`config.mk`:
```
export PLATFORM = sky130hd
export DESIGN_NAME = pipe_wb_arbiter_flat
export DESIGN_NICKNAME = d
export VERILOG_FILES = /design/src/rtl/pipe_wb_arbiter_pkg.sv /design/src/rtl/pipe_wb_arbiter_if.sv /design/src/rtl/pipe_wb_arbiter_scoreboard.sv /design/src/rtl/pipe_wb_arbiter.sv /design/src/flat_wrapper.sv
export SDC_FILE = /design/constraint.sdc
export NUM_CORES = 1
export LEC_CHECK = 0
export ABC_AREA = 0
export BUFFER_PORTS_ARGS = -buffer_cell sky130_fd_sc_hd__buf_2
export CAP_MARGIN = 30
export CORE_ASPECT_RATIO = 2
export CORE_MARGIN = 8
export CORE_UTILIZATION = 54
export DETAILED_ROUTE_END_ITERATION = 7
export PLACE_DENSITY = 0.85
export SYNTH_ARGS = -nofsm -noshare
export SYNTH_HDL_FRONTEND = slang
export SYNTH_SLANG_ARGS = --single-unit
```
`constraint.sdc`:
```
create_clock -name clk -period 3.45 [get_ports clk]
set_input_delay 0.5175 -clock clk [delete_from_list [all_inputs] [get_ports clk]]
set_output_delay 0.5175 -clock clk [all_outputs]
set_load 0.01 [all_outputs]
```
`src/rtl/pipe_wb_arbiter_pkg.sv`:
```
// Shared CPU definitions for the writeback arbiter: register/data widths,
// the default starvation limit for requester B, and the grant encoding.
package pipe_wb_arbiter_pkg;

  localparam int unsigned REG_W            = 5;
  localparam int unsigned DATA_W           = 32;
  localparam int unsigned NUM_REGS         = 1 << REG_W;
  localparam int unsigned MAX_WAIT_DEFAULT = 4;

  typedef logic [REG_W-1:0]  reg_idx_t;
  typedef logic [DATA_W-1:0] data_t;

  // Which requester, if any, owns the register-file write port this cycle.
  typedef enum logic [1:0] {
    GRANT_NONE,
    GRANT_A,
    GRANT_B
  } grant_e;

endpackage

```
`src/rtl/pipe_wb_arbiter_if.sv`:
```
// Writeback bus: two requesters, the long-latency issue notice, the decode
// source lookup and the registered register-file write port.
interface pipe_wb_arbiter_if;
  import pipe_wb_arbiter_pkg::*;

  logic     a_valid;
  reg_idx_t a_wn;
  data_t    a_d;
  logic     a_ready;

  logic     b_valid;
  reg_idx_t b_wn;
  data_t    b_d;
  logic     b_ready;

  logic     issue_valid;
  reg_idx_t issue_wn;

  reg_idx_t rna;
  reg_idx_t rnb;
  logic     raw_stall;

  reg_idx_t wn;
  data_t    d;
  logic     we;

  // Pipeline / B unit / decode side.
  modport master (
    output a_valid, a_wn, a_d, b_valid, b_wn, b_d,
    output issue_valid, issue_wn, rna, rnb,
    input  a_ready, b_ready, raw_stall, wn, d, we
  );

  // Arbiter side.
  modport slave (
    input  a_valid, a_wn, a_d, b_valid, b_wn, b_d,
    input  issue_valid, issue_wn, rna, rnb,
    output a_ready, b_ready, raw_stall, wn, d, we
  );

endinterface

```
`src/rtl/pipe_wb_arbiter_scoreboard.sv`:
```
// Pending-write scoreboard for the multi-cycle unit: one busy bit per
// register (r0 excluded), set at issue, cleared at B writeback, and looked
// up combinationally for the two decode sources.
module pipe_scoreboard
  import pipe_wb_arbiter_pkg::*;
(
  input  logic     clk,
  input  logic     clrn,
  input  logic     set_valid,
  input  reg_idx_t set_wn,
  input  logic     clr_valid,
  input  reg_idx_t clr_wn,
  input  reg_idx_t rna,
  input  reg_idx_t rnb,
  output logic     raw_stall
);

  logic [NUM_REGS-1:1] busy;
  logic [NUM_REGS-1:1] set_mask;
  logic [NUM_REGS-1:1] clr_mask;
  logic [NUM_REGS-1:0] busy_full;

  // Decode set/clear indices to masks and look up both decode sources.
  always_comb begin
    // NOTE: every always_comb output gets a default first so no path leaves it unassigned (no latch).
    set_mask  = '0;
    clr_mask  = '0;
    for (int i = 1; i < NUM_REGS; i++) begin
      set_mask[i] = set_valid && (set_wn == REG_W'(i));
      clr_mask[i] = clr_valid && (clr_wn == REG_W'(i));
    end
    // r0 reads as never busy, so index 0 needs no special case.
    busy_full = {busy, 1'b0};
    raw_stall = busy_full[rna] | busy_full[rnb];
  end

  // Busy bits: a set on the same edge as a clear of that register wins.
  always_ff @(posedge clk or negedge clrn) begin
    // NOTE: busy is a small flop array rather than a RAM, so it is reset like any other state.
    if (!clrn) begin
      busy <= '0;
    end else begin
      // NOTE: sequential state uses non-blocking assignment so all flops update from pre-edge values.
      busy <= (busy & ~clr_mask) | set_mask;
    end
  end

endmodule

```
`src/rtl/pipe_wb_arbiter.sv`:
```
// Writeback arbiter: the pipeline (A) normally owns the register-file write
// port; the multi-cycle unit (B) takes it when A is idle or after B has been
// refused MAX_WAIT consecutive cycles. The write port is registered.
module pipe_wb_arbiter
  import pipe_wb_arbiter_pkg::*;
#(
  parameter int unsigned MAX_WAIT = MAX_WAIT_DEFAULT  // legal 1..7
) (
  input logic              clk,
  input logic              clrn,
  pipe_wb_arbiter_if.slave bus
);

  localparam logic [2:0] WAIT_LIMIT = 3'(MAX_WAIT);

  logic [2:0] wait_cnt;
  logic       b_priority;
  logic       a_ready;
  logic       b_ready;
  logic       a_accept;
  logic       b_accept;
  grant_e     grant;
  reg_idx_t   wn_q;
  data_t      d_q;
  logic       we_q;

  // Arbitration: handshakes are combinational from inputs and wait_cnt.
  always_comb begin
    b_priority = bus.b_valid && (wait_cnt >= WAIT_LIMIT);
    a_ready    = !b_priority;
    // While in reset B is shown ready whenever it is valid.
    b_ready    = bus.b_valid && (!bus.a_valid || b_priority || !clrn);
    a_accept   = bus.a_valid && a_ready;
    b_accept   = bus.b_valid && b_ready;
    grant      = GRANT_NONE;
    if (b_accept) begin
      grant = GRANT_B;
    end else if (a_accept) begin
      grant = GRANT_A;
    end
  end

  // Starvation counter: counts consecutive refused B cycles, saturating at 7.
  always_ff @(posedge clk or negedge clrn) begin
    if (!clrn) begin
      wait_cnt <= '0;
    end else if (b_accept || !bus.b_valid) begin
      wait_cnt <= '0;
    end else if (wait_cnt != 3'd7) begin
      wait_cnt <= wait_cnt + 3'd1;
    end
  end

  // Registered write port; writes to r0 are accepted but never enabled.
  always_ff @(posedge clk or negedge clrn) begin
    if (!clrn) begin
      wn_q <= '0;
      d_q  <= '0;
      we_q <= 1'b0;
    end else begin
      unique case (grant)
        GRANT_A: begin
          wn_q <= bus.a_wn;
          d_q  <= bus.a_d;
          we_q <= (bus.a_wn != '0);
        end
        GRANT_B: begin
          wn_q <= bus.b_wn;
          d_q  <= bus.b_d;
          we_q <= (bus.b_wn != '0);
        end
        default: we_q <= 1'b0;
      endcase
    end
  end

  pipe_scoreboard u_scoreboard (
    .clk       (clk),
    .clrn      (clrn),
    .set_valid (bus.issue_valid),
    .set_wn    (bus.issue_wn),
    .clr_valid (b_accept),
    .clr_wn    (bus.b_wn),
    .rna       (bus.rna),
    .rnb       (bus.rnb),
    .raw_stall (bus.raw_stall)
  );

  assign bus.a_ready = a_ready;
  assign bus.b_ready = b_ready;
  assign bus.wn      = wn_q;
  assign bus.d       = d_q;
  assign bus.we      = we_q;

endmodule
```
`src/flat_wrapper.sv`:
```
// flat-port wrapper written by rule: the top's interface ports become plain ports
module pipe_wb_arbiter_flat import pipe_wb_arbiter_pkg::*;
#(
  parameter int unsigned MAX_WAIT = MAX_WAIT_DEFAULT               
)
  (clk, clrn, bus_a_valid, bus_a_wn, bus_a_d, bus_b_valid, bus_b_wn, bus_b_d, bus_issue_valid, bus_issue_wn, bus_rna, bus_rnb, bus_a_ready, bus_b_ready, bus_raw_stall, bus_wn, bus_d, bus_we);
  pipe_wb_arbiter_if bus_i ();
  input logic clk;
  input logic clrn;
  input wire logic [$bits(bus_i.a_valid)-1:0] bus_a_valid;
  input wire logic [$bits(bus_i.a_wn)-1:0] bus_a_wn;
  input wire logic [$bits(bus_i.a_d)-1:0] bus_a_d;
  input wire logic [$bits(bus_i.b_valid)-1:0] bus_b_valid;
  input wire logic [$bits(bus_i.b_wn)-1:0] bus_b_wn;
  input wire logic [$bits(bus_i.b_d)-1:0] bus_b_d;
  input wire logic [$bits(bus_i.issue_valid)-1:0] bus_issue_valid;
  input wire logic [$bits(bus_i.issue_wn)-1:0] bus_issue_wn;
  input wire logic [$bits(bus_i.rna)-1:0] bus_rna;
  input wire logic [$bits(bus_i.rnb)-1:0] bus_rnb;
  output wire logic [$bits(bus_i.a_ready)-1:0] bus_a_ready;
  output wire logic [$bits(bus_i.b_ready)-1:0] bus_b_ready;
  output wire logic [$bits(bus_i.raw_stall)-1:0] bus_raw_stall;
  output wire logic [$bits(bus_i.wn)-1:0] bus_wn;
  output wire logic [$bits(bus_i.d)-1:0] bus_d;
  output wire logic [$bits(bus_i.we)-1:0] bus_we;
  assign bus_i.a_valid = bus_a_valid;
  assign bus_i.a_wn = bus_a_wn;
  assign bus_i.a_d = bus_a_d;
  assign bus_i.b_valid = bus_b_valid;
  assign bus_i.b_wn = bus_b_wn;
  assign bus_i.b_d = bus_b_d;
  assign bus_i.issue_valid = bus_issue_valid;
  assign bus_i.issue_wn = bus_issue_wn;
  assign bus_i.rna = bus_rna;
  assign bus_i.rnb = bus_rnb;
  assign bus_a_ready = bus_i.a_ready;
  assign bus_b_ready = bus_i.b_ready;
  assign bus_raw_stall = bus_i.raw_stall;
  assign bus_wn = bus_i.wn;
  assign bus_d = bus_i.d;
  assign bus_we = bus_i.we;
  pipe_wb_arbiter #(.MAX_WAIT(MAX_WAIT)) u_core (.clk(clk), .clrn(clrn), .bus(bus_i));
endmodule
```
==> reports/metrics.cfg <==
[outcome]
status=finished clean

[critical_path]
cp-start-kind=primary input
cp-end-kind=output port
critical_path_class=primary input to output port
critPathRequiredTime_ns=2.93
arrival_ns=2.03
worstPathMaxFanout=9

[drt]
route.detailed.wl_per_inst_um=17.5
dr.pass1.iters=5
vias=3593
drcViolationCount=0
drtIter0Drc=320
wl_um=10900
postRouteAntennaNets=0
vias_per_cell=5.79

[synth]
synthDistinctLibCells=37
syn_nets=500
synthesis.area_mm2=0.00372
async_reset_ff_share_pct=100
seq_area_frac_synth_pct=48.5
synth.yosys.warnings=0
synthCells=404
synthFlopType=dfrtp_1
synth_top_area_cell=dfrtp_1
synth_edf_count=0
yosysMostFrequentCell=nand2_1
synth_area_leaders=dfrtp_1 (48%), nand2_1 (8.9%), o21ai_0 (8.2%), a31oi_1 (6.4%), mux4_2 (5.5%)
ys_ff_latch=72
synth_common_cells=nand2_1 (88), dfrtp_1 (72), o21ai_0 (61), nor2_1 (41), a31oi_1 (38)
synth_top_area_share_pct=48.5
syn_avg_cell_area_um2=9.20

[sta]
tns_ns=0
drv_slew=0
grt_setup_unrepaired=no
setup_violations=0
relSlewSlack_pct=36.9
tightestPinTransition_ns=0.944
post-route-period-util_pct=73.7
fin_crit_ns=2.54
fmax_mhz=393
hold_viol=0
skew_ns=0.00886

[grt]
grt_max_degree=55
grt_pass1_vias=3453
antenna_found_initial=0
track_usage_pct=22.6
grt.overflow.total=0
grt_pass1_wl_um=17400

[die]
core_area_mm2=0.00678
initial_core_util_pct=54.8
die_h_um=133
die_area_mm2=0.00995
std_cell_rows=43
die_w_um=74.7
io_pins=135

[clock_tree]
cts_hold_buffers=0
path_clk_slew_ns=0.05
cts_resized=0
clock_path_buffers=2
cts_tree=done
cts_buffers=9
postCtsSetupBuffers=0
htreeDepth=3
clk_latency_ns=0.33
clock-root-buffer=clkbuf_16
clkSinkCount=72

[finish]
antenna_cells=0
final_nets=623
layout-drive-gt1-share_pct=31.6
fin_util_pct=69.9
register_area_mm2=0.00180
multi_input_area_mm2=0.00179
area_growth_pct=27.4
fill_cells=544
final_area_mm2=0.00474

[worst_hold_path]
hold_path_class=primary input to asynchronous set/reset pin

[placement]
place_congestion=0.957
io_buffer_count=134
placed_cell_area_mm2=0.00441
place_hpwl_um=8060

[power_and_ir_drop]
cellPowerDensity_mw_per_mm2=548
leakagePower_nw=2.21
peakVddDrop_uv=441

[flow_run]
maxCapViolCount=0

-- routing by layer --
metal	routed length, um	track usage (%)	vias up	share of wire [%]
li1	-	-	1691	-
met1	4380	30.1	1717	40
met2	5290	33.7	163	49
met3	974	6.10	22	9.0
met4	224	8.46	0	2.1
met5	0	0	-	0
-- logic make-up after synthesis --
kind of cell,share of synthesized area [%]
AO/OA/AOI/OAI,17.5
buffers and inverters,3.50
adder cells (fa/ha/maj),0.673
multiplexers,10.8
flip-flops,48.5
XOR/XNOR,0.236
AND/OR/NAND/NOR,18.8
-- per-stage QoR --
stage               setup WS [ns]  hold slack (ns)  power [W]  cells
floorplan                    1.17            0.222    0.00138    404
global placement            0.983            0.495    0.00158    606
detailed placement          0.903            0.498    0.00161    606
CTS                         0.895            0.145    0.00260    621
global route                0.821            0.165    0.00271    621
finish                      0.907            0.143    0.00259    621
-- worst max-delay path, cell delays in order --
cell	delay, ns
buf_2	0.22
mux4_1	0.58
mux2_2	0.28
a31oi_1	0.17
o211ai_1	0.11
buf_2	0.15
-- registers in the layout (all words and copies together) (netlist names) --
register,cells
u_core.bus.d,32
u_core.u_scoreboard.busy,31
u_core.bus.wn,5
u_core.wait_cnt,3
u_core.bus.we,1
-- layout make-up --
type	count	share of cell area, %
inverter	3	0.238
sequential	72	38.0
multi-input combinational	303	37.8
tap	90	2.38
timing repair buffer	138	14.8
clock inverter	3	1.37
clock buffer	12	5.42
-- worst paths after layout --
kind,start,end,slack (ns),cells past startpoint
min,clrn,u_core.bus.d[20]$_DFFE_PN0P_,0.14,1
max reg2reg,u_core.wait_cnt[2]$_DFFE_PN0P_,u_core.bus.d[11]$_DFFE_PN0P_,1.45,5
max,bus_rnb[0],bus_raw_stall,0.91,6
max in group asynchronous,clrn,u_core.u_scoreboard.busy[13]$_DFF_PN0_,2.25,2
min in group clk,bus_a_valid,u_core.wait_cnt[2]$_DFFE_PN0P_,0.43,3
min reg2reg,u_core.wait_cnt[2]$_DFFE_PN0P_,u_core.wait_cnt[2]$_DFFE_PN0P_,0.52,1
-- cell usage in the layout (no fill, tap or decap), types with 2 or more instances in the layout --
cell type / n
mux4_2: 9
buf_2: 134
clkbuf_16: 9
bufinv_16: 2
o21ai_0: 61
mux2_2: 3
nand3_1: 6
or3_1: 4
nand2b_1: 7
nor3_1: 2
nand4_1: 2
nand4b_1: 2
mux2i_1: 6
o211ai_1: 5
mux4_1: 4
nand2_1: 88
clkbuf_8: 2
dfrtp_1: 72
buf_4: 4
ha_1: 2
or2_2: 2
o21ai_1: 2
nor2_1: 41
a31oi_1: 38
nor2b_1: 3
inv_1: 3
a21oi_1: 5
-- power by group --
| part | switching, W | leakage (nW) | internal, W | total [W] |
|---|---|---|---|---|
| sequential | 0.000114 | 0.852 | 0.000985 | 0.00110 |
| clock | 0.000322 | 0.159 | 0.000667 | 0.000988 |
| combinational | 0.000262 | 1.20 | 0.000244 | 0.000506 |
No activity file was read; power rests on OpenSTA's default activity.
